$ cat src/rtl/mmss_timer.sv
// MM:SS countdown/stopwatch with tick prescaler, preset saturation and
// active-low 7-segment decode of all four BCD digits.
//
//  state | meaning
//  ------+-----------------------------------------------------------
//  IDLE  | preset loaded (or after reset), waiting for run
//  RUN   | prescaler counting, value stepped once per tick
//  PAUSE | run dropped; value and prescaler both held
//  DONE  | terminal value reached; frozen until load or reset
module mmss_timer #(
    parameter int TICK_DIV = 50000000,
    parameter int MAX_MINS = 99
) (
    input  logic       clk,
    input  logic       reset,
    input  logic       load,
    input  logic [6:0] preset_min,
    input  logic [5:0] preset_sec,
    input  logic       run,
    input  logic       mode,
    output logic [3:0] min_tens,
    output logic [3:0] min_ones,
    output logic [3:0] sec_tens,
    output logic [3:0] sec_ones,
    output logic [6:0] HEX3,
    output logic [6:0] HEX2,
    output logic [6:0] HEX1,
    output logic [6:0] HEX0,
    output logic       running,
    output logic       done,
    output logic       done_pulse
);

    localparam int              PW       = $clog2(TICK_DIV);
    localparam logic [PW-1:0]   PRE_LAST = PW'(TICK_DIV - 1);
    localparam logic [3:0]      MAX_T    = 4'(MAX_MINS / 10);
    localparam logic [3:0]      MAX_O    = 4'(MAX_MINS % 10);
    localparam logic [15:0]     TERM_UP  = {MAX_T, MAX_O, 4'd5, 4'd9};
    localparam logic [15:0]     TERM_DN  = 16'h0000;

    typedef enum logic [1:0] {IDLE, RUN, PAUSE, DONE} state_t;

    state_t        state, state_n;
    logic [PW-1:0] pre, pre_n;
    logic [15:0]   val, val_n, val_inc, val_dec, val_step, preset_bcd;
    logic [6:0]    min_sat;
    logic [5:0]    sec_sat;
    logic          tick, at_term, step_term;

    // Binary (0..99) to two BCD digits by repeated subtraction.
    function automatic logic [7:0] to_bcd(input logic [6:0] v);
        logic [3:0] t;
        logic [3:0] o;
        logic [6:0] r;
        t = 4'd0;
        o = 4'd0;
        r = v;
        for (int i = 0; i < 9; i++) begin
            if (r >= 7'd10) begin
                r = r - 7'd10;
                t = t + 4'd1;
            end
        end
        for (int k = 0; k < 10; k++) begin
            if (r == 7'(k)) o = 4'(k);
        end
        return {t, o};
    endfunction

    function automatic logic [6:0] seg7(input logic [3:0] d);
        logic [6:0] s;
        case (d)
            4'd0:    s = 7'b1000000;
            4'd1:    s = 7'b1111001;
            4'd2:    s = 7'b0100100;
            4'd3:    s = 7'b0110000;
            4'd4:    s = 7'b0011001;
            4'd5:    s = 7'b0010010;
            4'd6:    s = 7'b0000010;
            4'd7:    s = 7'b1111000;
            4'd8:    s = 7'b0000000;
            4'd9:    s = 7'b0010000;
            default: s = 7'b1111111;
        endcase
        return s;
    endfunction

    always_comb begin
        min_sat    = (preset_min > 7'(MAX_MINS)) ? 7'(MAX_MINS) : preset_min;
        sec_sat    = (preset_sec > 6'd59) ? 6'd59 : preset_sec;
        preset_bcd = {to_bcd(min_sat), to_bcd({1'b0, sec_sat})};
    end

    always_comb begin
        val_inc = val;
        if (val[3:0] != 4'd9) begin
            val_inc[3:0] = val[3:0] + 4'd1;
        end else begin
            val_inc[3:0] = 4'd0;
            if (val[7:4] != 4'd5) begin
                val_inc[7:4] = val[7:4] + 4'd1;
            end else begin
                val_inc[7:4] = 4'd0;
                if (val[11:8] != 4'd9) begin
                    val_inc[11:8] = val[11:8] + 4'd1;
                end else begin
                    val_inc[11:8]  = 4'd0;
                    val_inc[15:12] = val[15:12] + 4'd1;
                end
            end
        end
    end

    always_comb begin
        val_dec = val;
        if (val[3:0] != 4'd0) begin
            val_dec[3:0] = val[3:0] - 4'd1;
        end else begin
            val_dec[3:0] = 4'd9;
            if (val[7:4] != 4'd0) begin
                val_dec[7:4] = val[7:4] - 4'd1;
            end else begin
                val_dec[7:4] = 4'd5;
                if (val[11:8] != 4'd0) begin
                    val_dec[11:8] = val[11:8] - 4'd1;
                end else begin
                    val_dec[11:8]  = 4'd9;
                    val_dec[15:12] = val[15:12] - 4'd1;
                end
            end
        end
    end

    // Terminal test uses the mode of this cycle so a mid-run mode change
    // only affects the next step.
    assign val_step  = mode ? val_inc : val_dec;
    assign at_term   = mode ? (val == TERM_UP) : (val == TERM_DN);
    assign step_term = mode ? (val_step == TERM_UP) : (val_step == TERM_DN);
    assign tick      = (pre == PRE_LAST);

    always_comb begin
        state_n = state;
        pre_n   = pre;
        val_n   = val;
        if (load) begin
            state_n = IDLE;
            pre_n   = '0;
            val_n   = preset_bcd;
        end else begin
            case (state)
                IDLE, PAUSE: begin
                    if (run) state_n = RUN;
                end
                RUN: begin
                    if (!run) begin
                        state_n = PAUSE;
                    end else if (at_term) begin
                        state_n = DONE;
                    end else if (tick) begin
                        pre_n = '0;
                        val_n = val_step;
                        if (step_term) state_n = DONE;
                    end else begin
                        pre_n = pre + PW'(1);
                    end
                end
                DONE: ;
                default: state_n = IDLE;
            endcase
        end
    end

    always_ff @(posedge clk or posedge reset) begin
        if (reset) begin
            state      <= IDLE;
            pre        <= '0;
            val        <= '0;
            done_pulse <= 1'b0;
        end else begin
            state      <= state_n;
            pre        <= pre_n;
            val        <= val_n;
            done_pulse <= (state_n == DONE) && (state != DONE);
        end
    end

    assign {min_tens, min_ones, sec_tens, sec_ones} = val;
    assign HEX3    = seg7(min_tens);
    assign HEX2    = seg7(min_ones);
    assign HEX1    = seg7(sec_tens);
    assign HEX0    = seg7(sec_ones);
    assign running = (state == RUN);
    assign done    = (state == DONE);

endmodule

$ cat config.mk
export PLATFORM = sky130hd
export DESIGN_NAME = mmss_timer
export DESIGN_NICKNAME = d
export VERILOG_FILES = /design/src/rtl/mmss_timer.sv
export SDC_FILE = /design/constraint.sdc
export NUM_CORES = 1
export LEC_CHECK = 0
export BUFFER_PORTS_ARGS = -buffer_cell sky130_fd_sc_hd__buf_4
export CORE_ASPECT_RATIO = 0.8
export CORE_MARGIN = 10
export CORE_UTILIZATION = 35
export CTS_BUF_LIST = sky130_fd_sc_hd__clkbuf_8 sky130_fd_sc_hd__clkbuf_16
export DETAILED_ROUTE_END_ITERATION = 7
export PLACE_DENSITY_LB_ADDON = 0.2
export SYNTH_ARGS = -nofsm -noshare
export SYNTH_HDL_FRONTEND = slang
export SYNTH_SLANG_ARGS = --single-unit
$ cat constraint.sdc
create_clock -name clk -period 10.89 [get_ports clk]
set_input_delay 1.6335 -clock clk [delete_from_list [all_inputs] [get_ports clk]]
set_output_delay 1.6335 -clock clk [all_outputs]
set_load 0.1 [all_outputs]
==> results of run 1 <==
[worst reg2reg max path: stages, from the launching register on]
cell	delay, ns
sky130_fd_sc_hd__dfrtp_1	0.49
sky130_fd_sc_hd__inv_1	0.22
sky130_fd_sc_hd__ha_1	0.27
sky130_fd_sc_hd__nand2_1	0.11
sky130_fd_sc_hd__nor2_1	0.48
sky130_fd_sc_hd__nand2_1	0.23
sky130_fd_sc_hd__or3_1	0.48
sky130_fd_sc_hd__o311ai_0	0.35
sky130_fd_sc_hd__a41oi_1	0.10
sky130_fd_sc_hd__and2_1	0.34
sky130_fd_sc_hd__nor2_1	0.14
sky130_fd_sc_hd__buf_4	0.24
sky130_fd_sc_hd__nor2b_1	0.25
sky130_fd_sc_hd__a41oi_1	0.40
sky130_fd_sc_hd__nor2b_1	0.18
sky130_fd_sc_hd__a22oi_1	0.07
[metal layers]
layer,global-route usage [%],part of all wire [%],vias to the layer above
met5,0,0,-
met2,25.10,42,256
met4,1.731,0.59,0
li1,-,-,5242
met3,3.538,6.0,8
met1,26.07,52,4972
[worst paths after layout]
path | from | end | slack, ns
worst max-delay path | preset_min[3] | val[12] | -0.36
worst min-delay path | pre[25] | pre[25] | 0.50
worst max register to register | val[0] | val[0] | 6.42
worst min register to register | pre[25] | pre[25] | 0.50
max in group asynchronous | reset | pre[21] | 8.68
min in group asynchronous | reset | val[2] | 1.57
[layout by cell type (no fill, tap or decap), types with 15 or more instances in the layout]
master / Yosys / layout
sky130_fd_sc_hd__ha_1: 59 / 38
sky130_fd_sc_hd__and3_1: 22 / 20
sky130_fd_sc_hd__and2_1: 21 / 15
sky130_fd_sc_hd__nand2b_1: 21 / 18
sky130_fd_sc_hd__nor3_1: 40 / 40
sky130_fd_sc_hd__dfrtp_1: 45 / 45
sky130_fd_sc_hd__nand3_1: 48 / 47
sky130_fd_sc_hd__mux2i_1: 21 / 20
sky130_fd_sc_hd__buf_4: 2 / 270
sky130_fd_sc_hd__xor2_1: 26 / 26
sky130_fd_sc_hd__inv_1: 54 / 46
sky130_fd_sc_hd__nor2b_1: 19 / 17
sky130_fd_sc_hd__xnor2_1: 41 / 33
sky130_fd_sc_hd__a31oi_1: 16 / 15
sky130_fd_sc_hd__o21ai_0: 102 / 89
sky130_fd_sc_hd__nand4_1: 18 / 18
sky130_fd_sc_hd__o21a_1: 17 / 17
sky130_fd_sc_hd__a21oi_1: 99 / 94
sky130_fd_sc_hd__nand2_1: 114 / 102
sky130_fd_sc_hd__o211ai_1: 18 / 18
sky130_fd_sc_hd__nor2_1: 123 / 117
[registers in the layout (all words and copies together) (netlist names)]
register and cells:
state 2, done_pulse 1, pre 26, val 16
[kinds of logic (layout without fill, tap and decap cells)]
kind of cell / after synthesis / after routing / share of synthesized area [%]
and+or+nand+nor: 498 / 498 / 27.99
AOI/OAI and AO/OA: 454 / 454 / 35.70
buffers and inverters: 100 / 346 / 4.516
xor gates and xnor gates: 69 / 69 / 7.025
adders and majority gates: 59 / 59 / 8.224
DFF: 45 / 45 / 12.55
muxes: 34 / 34 / 4.001
[stage by stage]
stage	utilization [%]	setup slack, ns	instances	hold WS, ns	area (um^2)
after floorplan	-	-1.339	1259	0.4386	9600
after global routing	48.70	-0.7919	1829	0.5162	12290
final	48.70	-0.3592	1829	0.4985	12290
after CTS	47.50	-0.2514	1811	0.4943	11990
after detailed placement	45.66	-0.9155	1777	0.4847	11530
after global placement	45.66	-0.5996	1777	0.4740	11530
[cell type report]
class	instances	area [um^2]
clock inverter	2	17.52
tap	324	405.4
timing repair buffer	280	2157
fill	2442	12950
clock buffer	6	138.9
multi-input combinational	1114	8207
sequential	45	1126
inverter	58	242.7
[timing repair]
action | 4_1_cts | 5_1_grt
setup buffers | 27 | 18
hold buffers | 0 | 0
pin swaps | 24 | 32
setup endpoints to repair | 8 | 16
resized for setup | 24 | 36
==> results.rst, run 1 <==
.. list-table::
   :header-rows: 1

   * - Metric
     - Value
   * - Clock sinks
     - 45
   * - Portion of the clock cycle consumed by the worst path in the final layout
     - 103.3%
   * - Min Clock Period, post-route
     - 11.25 ns
   * - Width of the die
     - 199.0 um
   * - Rows
     - 52
   * - Detailed-route wire length
     - 29040 um
   * - Overflow left after global routing
     - 0
   * - Largest fanout on the critical path
     - 8
   * - Antenna Diode Count
     - 0
   * - Clock latency on the worst-skew pair
     - 0.31 ns
   * - Kind of critical path
     - in -> reg
   * - Starting DRC count in detailed routing
     - 796
   * - Crit-path slowest cell
     - sky130_fd_sc_hd__or4_4
   * - Routed wire per std cell
     - 15.88 um
   * - Number of nets in the layout
     - 1581
   * - Final setup violation count
     - 8
   * - Arrival time reported for the critical path endpoint
     - 11.47 ns
   * - Total global routing track utilization
     - 17.28%
   * - Share of post-route cells with drive strength above 1
     - 30.96%
   * - Vias in the first global route
     - 9481
   * - Gate Count Post-Synth
     - 1259
   * - Post-Syn Nets
     - 1336
   * - Most instantiated cells after synthesis
     - sky130_fd_sc_hd__nor2_1, sky130_fd_sc_hd__nand2_1, sky130_fd_sc_hd__o21ai_0
   * - Violated checks
     - setup timing
   * - Synth-to-Final Area Change
     - 36.97%
   * - Highest cell delay on the worst timing path
     - 0.47 ns
   * - Root Buffer
     - sky130_fd_sc_hd__clkbuf_16
   * - Drt drc
     - 0
   * - Leading area contributor after synthesis
     - sky130_fd_sc_hd__dfrtp_1
   * - Initial cell density of the core
     - 35.56%
   * - Number of flip-flops and latches in the synthesized netlist
     - 45
   * - Depth of the worst hold-timing path
     - 1
   * - Avg Cell Area, Syn
     - 7.130 um^2
   * - Remaining antenna violation count after routing
     - 0
   * - Count of final hold-check violations
     - 0
   * - RePlAce Congestion
     - 0.8923
   * - Antenna violations before repair
     - 0
   * - Worst R2R Path Depth
     - 15
   * - Slew at the pin closest to its max-slew limit
     - 1.051 ns
   * - CTS tree
     - done
   * - Post-detail-place hpwl
     - 22960 um
   * - Clock-pin slew on the worst setup and hold paths
     - 0.07 ns
   * - Setup total negative slack
     - -2.392 ns
   * - Type of origin of the critical path
     - input pin
   * - H-tree depth reported by CTS
     - 2
   * - Number of synthesized flops with an enable pin
     - 0
   * - Max Root-Sink Buffers
     - 2
   * - Cell variety after synth
     - 110
   * - Relative slew margins
     - 29.96%
   * - Cell type with the highest occurrence count on the critical path
     - sky130_fd_sc_hd__ha_4
   * - Buffering stage count on the worst path with inverters included
     - 13
   * - Critical path's top delay family
     - compound AO/OA/AOI/OAI gates
   * - Number of vias after detailed routing
     - 10.48k
   * - Max Slew Vio Count
     - 0
   * - Count of yosys warnings during synthesis
     - 0
   * - Die Footprint
     - 32490 um^2
   * - Most frequent cell after synthesis
     - sky130_fd_sc_hd__nor2_1
   * - Proportion of synthesized flip-flops having asynchronous set or reset
     - 100.0%
   * - Die extent in y
     - 163.2 um
   * - First-pass GRT wire length
     - 47790 um
   * - Proportion of netlist area held by the largest area contributor
     - 12.55%
   * - Endpoint required time on the critical path
     - 11.12 ns
   * - Cell depth of the worst setup path
     - 61
   * - Cell Area, Synth
     - 8976 um^2
   * - Total clock buffers created by CTS
     - 5
   * - Worst hold path class
     - reg -> reg
   * - Maximum number of pins on one net before global-route repair
     - 46
   * - Number of optimization iterations in the first detailed-route pass
     - 5
   * - Worst-case clock skew
     - 0.01072 ns
   * - Status
     - finished with violations
   * - Min setup slack post-route
     - -0.3592 ns
   * - Vias/cell
     - 5.729
   * - Area of the core
     - 25240 um^2
   * - RSZ-0062 raised after global routing
     - true
   * - Maximum frequency from static timing analysis
     - 88.90 MHz
   * - Reported max-cap violation count
     - 0
   * - Crit end category
     - flop
   * - I/O pins
     - 65
   * - Area contributors post-synth
     - sky130_fd_sc_hd__dfrtp_1, sky130_fd_sc_hd__ha_1, sky130_fd_sc_hd__o21ai_0, sky130_fd_sc_hd__a21oi_1, sky130_fd_sc_hd__nor2_1
   * - Fraction of the yosys area taken by sequential cells
     - 12.55%
   * - Primary flip-flop cell chosen by synthesis mapping
     - sky130_fd_sc_hd__dfrtp_1
   * - Count of input and output buffers
     - 64
Power of run 1 is left out: the tool's default activity adds up to more than one toggle a clock period on the data nets, which glitch-free logic cannot reach.
==> inputs of run 2 (changes only) <==
--- a/config.mk
+++ b/config.mk
@@ -9,9 +9,10 @@
 export CORE_ASPECT_RATIO = 0.8
 export CORE_MARGIN = 10
 export CORE_UTILIZATION = 35
-export CTS_BUF_LIST = sky130_fd_sc_hd__clkbuf_8 sky130_fd_sc_hd__clkbuf_16
+export CTS_BUF_LIST = sky130_fd_sc_hd__clkbuf_4
 export DETAILED_ROUTE_END_ITERATION = 7
 export PLACE_DENSITY_LB_ADDON = 0.2
+export SKIP_CTS_REPAIR_TIMING = 1
 export SYNTH_ARGS = -nofsm -noshare
 export SYNTH_HDL_FRONTEND = slang
 export SYNTH_SLANG_ARGS = --single-unit
==> results.rst, run 2 (synthesis results as in run 1) <==
.. list-table::
   :header-rows: 1

   * - Metric
     - Value
   * - Cell depth of the worst setup path
     - 60
   * - Maximum number of pins on one net before global-route repair
     - 46
   * - Antenna violations before repair
     - 0
   * - Synth-to-Final Area Change
     - 32.91%
   * - Vias in the first global route
     - 9231
   * - Starting DRC count in detailed routing
     - 681
   * - Final setup violation count
     - 8
   * - Width of the die
     - 199.0 um
   * - Vias/cell
     - 5.730
   * - Buffering stage count on the worst path with inverters included
     - 12
   * - Rows
     - 52
   * - Remaining antenna violation count after routing
     - 0
   * - Share of post-route cells with drive strength above 1
     - 29.59%
   * - Drt drc
     - 0
   * - Total global routing track utilization
     - 16.93%
   * - Area of the core
     - 25240 um^2
   * - Root Buffer
     - sky130_fd_sc_hd__clkbuf_4
   * - Clock sinks
     - 45
   * - Worst R2R Path Depth
     - 15
   * - Number of vias after detailed routing
     - 10.34k
   * - Detailed-route wire length
     - 28790 um
   * - Endpoint required time on the critical path
     - 11.22 ns
   * - Max Root-Sink Buffers
     - 2
   * - Worst-case clock skew
     - 0.02274 ns
   * - Portion of the clock cycle consumed by the worst path in the final layout
     - 102.5%
   * - Initial cell density of the core
     - 35.56%
   * - Clock latency on the worst-skew pair
     - 0.41 ns
   * - Number of optimization iterations in the first detailed-route pass
     - 6
   * - Most frequent cells in the layout
     - sky130_fd_sc_hd__buf_4, sky130_fd_sc_hd__nor2_1, sky130_fd_sc_hd__nand2_1
   * - Kind of critical path
     - in -> reg
   * - H-tree depth reported by CTS
     - 2
   * - Min setup slack post-route
     - -0.2742 ns
   * - Depth of the worst hold-timing path
     - 1
   * - Critical path's top delay family
     - compound AO/OA/AOI/OAI gates
   * - I/O pins
     - 65
   * - Slew at the pin closest to its max-slew limit
     - 1.016 ns
   * - Fill cell count
     - 2466
   * - Worst hold path class
     - reg -> reg
   * - Clock-pin slew on the worst setup and hold paths
     - 0.16 ns
   * - Total clock buffers created by CTS
     - 5
   * - Final Util
     - 47.26%
   * - Largest register FFs
     - 26
   * - Overflow left after global routing
     - 0
   * - Largest registers ranked by flip-flop count
     - pre x26, val x16, state x2
   * - Violated checks
     - setup timing
   * - First-pass GRT wire length
     - 46810 um
   * - Maximum frequency from static timing analysis
     - 89.57 MHz
   * - Type of origin of the critical path
     - input pin
   * - CTS tree
     - done
   * - Crit end category
     - flop
   * - Count of final hold-check violations
     - 0
   * - Crit-path slowest cell
     - sky130_fd_sc_hd__or4_4
   * - Antenna Diode Count
     - 0
   * - Highest cell delay on the worst timing path
     - 0.53 ns
   * - Most flops, register
     - pre
   * - Largest fanout on the critical path
     - 8
   * - Count of input and output buffers
     - 64
   * - Routed wire per std cell
     - 15.96 um
   * - Max Slew Vio Count
     - 0
   * - Commonest non-fill, non-tap cell in the layout
     - sky130_fd_sc_hd__buf_4
   * - Status
     - finished with violations
   * - Die extent in y
     - 163.2 um
   * - Number of nets in the layout
     - 1556
   * - Min Clock Period, post-route
     - 11.16 ns
   * - Cell type with the highest occurrence count on the critical path
     - sky130_fd_sc_hd__ha_4
   * - Post-detail-place hpwl
     - 22960 um
   * - RePlAce Congestion
     - 0.8923
   * - Reported max-cap violation count
     - 0
   * - RSZ-0062 raised after global routing
     - true
   * - Die Footprint
     - 32490 um^2
   * - Arrival time reported for the critical path endpoint
     - 11.49 ns
   * - Relative slew margins
     - 32.23%
==> run 2: changes by cell type in the layout (fill, tap and decap cells not counted), sizes merged <==
cell    before  now
inv         58   57
clkinv       2    4
clkbuf       6    5
buf        280  255
==> run 2: per-stage QoR <==
stage / hold WS [ns] / setup WS, ns / cell area, um^2 / cells / setup TNS (ns)
2_1_floorplan: 0.4386 / -1.339 / 9600 / 1259 / -10.21
3_5_place_dp: 0.4847 / -0.9155 / 11530 / 1777 / -6.744
3_3_place_gp: 0.4740 / -0.5996 / 11530 / 1777 / -4.198
5_1_grt: 0.5275 / -0.6900 / 11930 / 1804 / -5.114
6_report: 0.5073 / -0.2742 / 11930 / 1804 / -1.723
4_1_cts: 0.5051 / -0.5112 / 11580 / 1785 / -3.457
==> run 2: final cells by class <==
cell class | count | area (um^2) | area share, %
Clock inverter | 3 | 21.27 | 0.1783
Clock buffer | 5 | 37.54 | 0.3146
Sequential cell | 45 | 1126 | 9.439
Inverter | 58 | 242.7 | 2.035
Multi-Input combinational cell | 1114 | 8152 | 68.33
Timing Repair Buffer | 255 | 1946 | 16.31
Tap cell | 324 | 405.4 | 3.398
==> run 2: path summary, 6_finish.rpt <==
kind,slack (ns),to,start
setup / recovery,-0.27,val[12],preset_min[3]
hold / removal,0.51,pre[25],pre[25]
setup reg to reg,6.40,val[0],val[0]
hold reg to reg,0.51,pre[25],pre[25]
max in group asynchronous,8.82,pre[6],reset
min in group asynchronous,1.46,val[2],reset
==> run 2: routing by layer <==
metal	vias up	global-route usage (%)	part of all wire [%]
met3	4	3.332	6.4
met2	269	24.28	42
li1	5201	-	-
met5	-	0	0
met4	0	0.9346	0.17
met1	4863	26.13	52
Power of run 2 is left out for the same reason.
==> inputs of run 3 (changes only) <==
--- a/config.mk
+++ b/config.mk
@@ -12,6 +12,7 @@
 export CTS_BUF_LIST = sky130_fd_sc_hd__clkbuf_4
 export DETAILED_ROUTE_END_ITERATION = 7
 export PLACE_DENSITY_LB_ADDON = 0.2
+export RECOVER_POWER = 100
 export SKIP_CTS_REPAIR_TIMING = 1
 export SYNTH_ARGS = -nofsm -noshare
 export SYNTH_HDL_FRONTEND = slang
==> results.rst, run 3 (synthesis results as in run 1) <==
.. list-table::
   :header-rows: 1

   * - Metric
     - Value
   * - Status
     - finished with violations
   * - Violated checks
     - capacitance limit, slew limit, setup timing
   * - Root Buffer
     - sky130_fd_sc_hd__clkbuf_4
   * - RSZ-0062 raised after global routing
     - true
   * - Number of optimization iterations in the first detailed-route pass
     - 5
   * - Reported max-cap violation count
     - 1
   * - Area of the core
     - 25240 um^2
   * - Vias/cell
     - 5.720
   * - Count of placed standard cells including taps
     - 1777
   * - Endpoint required time on the critical path
     - 11.23 ns
   * - Routed wire per std cell
     - 15.99 um
   * - Most frequent cells in the layout
     - sky130_fd_sc_hd__buf_4, sky130_fd_sc_hd__nor2_1, sky130_fd_sc_hd__nand2_1
   * - Largest registers ranked by flip-flop count
     - pre x26, val x16, state x2
   * - Rows
     - 52
   * - Die Footprint
     - 32490 um^2
   * - Synth-to-Final Area Change
     - 30.76%
   * - Setup total negative slack
     - -1.705 ns
   * - Max Root-Sink Buffers
     - 2
   * - Crit end category
     - flop
   * - Type of origin of the critical path
     - input pin
   * - Remaining antenna violation count after routing
     - 0
   * - Min Clock Period, post-route
     - 11.17 ns
   * - Count of final hold-check violations
     - 0
   * - Worst hold path class
     - reg -> reg
   * - Cell type with the highest occurrence count on the critical path
     - sky130_fd_sc_hd__ha_4
   * - Final setup violation count
     - 8
   * - Antenna violations before repair
     - 0
   * - Critical path's top delay family
     - compound AO/OA/AOI/OAI gates
   * - Relative slew margins
     - -21.29%
   * - Post-detail-place hpwl
     - 22960 um
   * - Total clock buffers created by CTS
     - 5
   * - Starting DRC count in detailed routing
     - 711
   * - First-pass GRT wire length
     - 46810 um
   * - I/O pins
     - 65
   * - Most flops, register
     - pre
   * - Clock-pin slew on the worst setup and hold paths
     - 0.17 ns
   * - Largest register FFs
     - 26
   * - RePlAce Congestion
     - 0.8923
   * - Overflow left after global routing
     - 0
   * - Buffering stage count on the worst path with inverters included
     - 12
   * - Clock sinks
     - 45
   * - Antenna Diode Count
     - 0
   * - H-tree depth reported by CTS
     - 2
   * - Share of post-route cells with drive strength above 1
     - 26.22%
   * - Number of vias after detailed routing
     - 10.32k
   * - Width of the die
     - 199.0 um
   * - Worst-case clock skew
     - 0.02670 ns
   * - Drt drc
     - 0
   * - Highest cell delay on the worst timing path
     - 0.53 ns
   * - Largest fanout on the critical path
     - 8
   * - Maximum frequency from static timing analysis
     - 89.54 MHz
   * - Portion of the clock cycle consumed by the worst path in the final layout
     - 102.6%
   * - Kind of critical path
     - in -> reg
   * - Initial cell density of the core
     - 35.56%
   * - Detailed-route wire length
     - 28850 um
   * - Arrival time reported for the critical path endpoint
     - 11.50 ns
   * - Maximum number of pins on one net before global-route repair
     - 46
   * - Vias in the first global route
     - 9231
   * - Slew at the pin closest to its max-slew limit
     - 1.819 ns
   * - Max Slew Vio Count
     - 46
   * - Crit-path slowest cell
     - sky130_fd_sc_hd__or4_4
   * - Post-route non-filler standard cell count
     - 1804
   * - Count of input and output buffers
     - 64
   * - CTS tree
     - done
   * - Die extent in y
     - 163.2 um
   * - Clock latency on the worst-skew pair
     - 0.41 ns
   * - Number of nets in the layout
     - 1556
   * - Commonest non-fill, non-tap cell in the layout
     - sky130_fd_sc_hd__buf_4
   * - Total global routing track utilization
     - 16.93%
   * - Min setup slack post-route
     - -0.2787 ns
   * - Worst hold margin
     - 0.5119 ns
run 3: per-stage QoR:
stage	setup WS, ns	instance area (um^2)	utilization (%)
after floorplan	-1.339	9600	-
after CTS	-0.5112	11580	45.89
after global placement	-0.5996	11530	45.66
after detailed placement	-0.9155	11530	45.66
final	-0.2787	11740	46.50
after global routing	-0.6900	11740	46.50
run 3: per-layer routing:
layer | vias up | global-route usage (%) | share of wire [%]
li1 | 5201 | - | -
met1 | 4877 | 26.13 | 52
met2 | 237 | 24.28 | 42
met3 | 4 | 3.332 | 6.0
met4 | 0 | 0.9346 | 0.17
met5 | - | 0 | 0
run 3: cell type report:
cell class                      count  area, um^2
Clock buffer                        5       37.54
Inverter                           58       242.7
Fill cell                        2524       13510
Multi-Input combinational cell   1114        8142
Timing Repair Buffer              255        1763
Tap cell                          324       405.4
Sequential cell                    45        1126
Clock inverter                      3       21.27
run 3: path summary, 6_finish.rpt:
check | start | endpoint | slack [ns] | depth (start not counted)
worst max register to register | val[0] | val[0] | 5.81 | 15
max in group asynchronous | reset | val[15] | 8.03 | 2
worst max-delay path | preset_min[3] | val[12] | -0.28 | 60
worst min-delay path | pre[25] | pre[25] | 0.51 | 1
min in group asynchronous | reset | val[2] | 1.81 | 2
worst min register to register | pre[25] | pre[25] | 0.51 | 1
run 3: worst register-to-register path, delay by kind of cell (launching register included):
| family | cells | cell delay [ns] |
|---|---|---|
| AOI/OAI and AO/OA | 4 | 0.99 |
| adders and majority gates | 1 | 0.27 |
| and+or+nand+nor | 8 | 2.34 |
| buffers and inverters | 2 | 0.85 |
| DFF | 1 | 0.51 |
Power of run 3 is left out for the same reason.
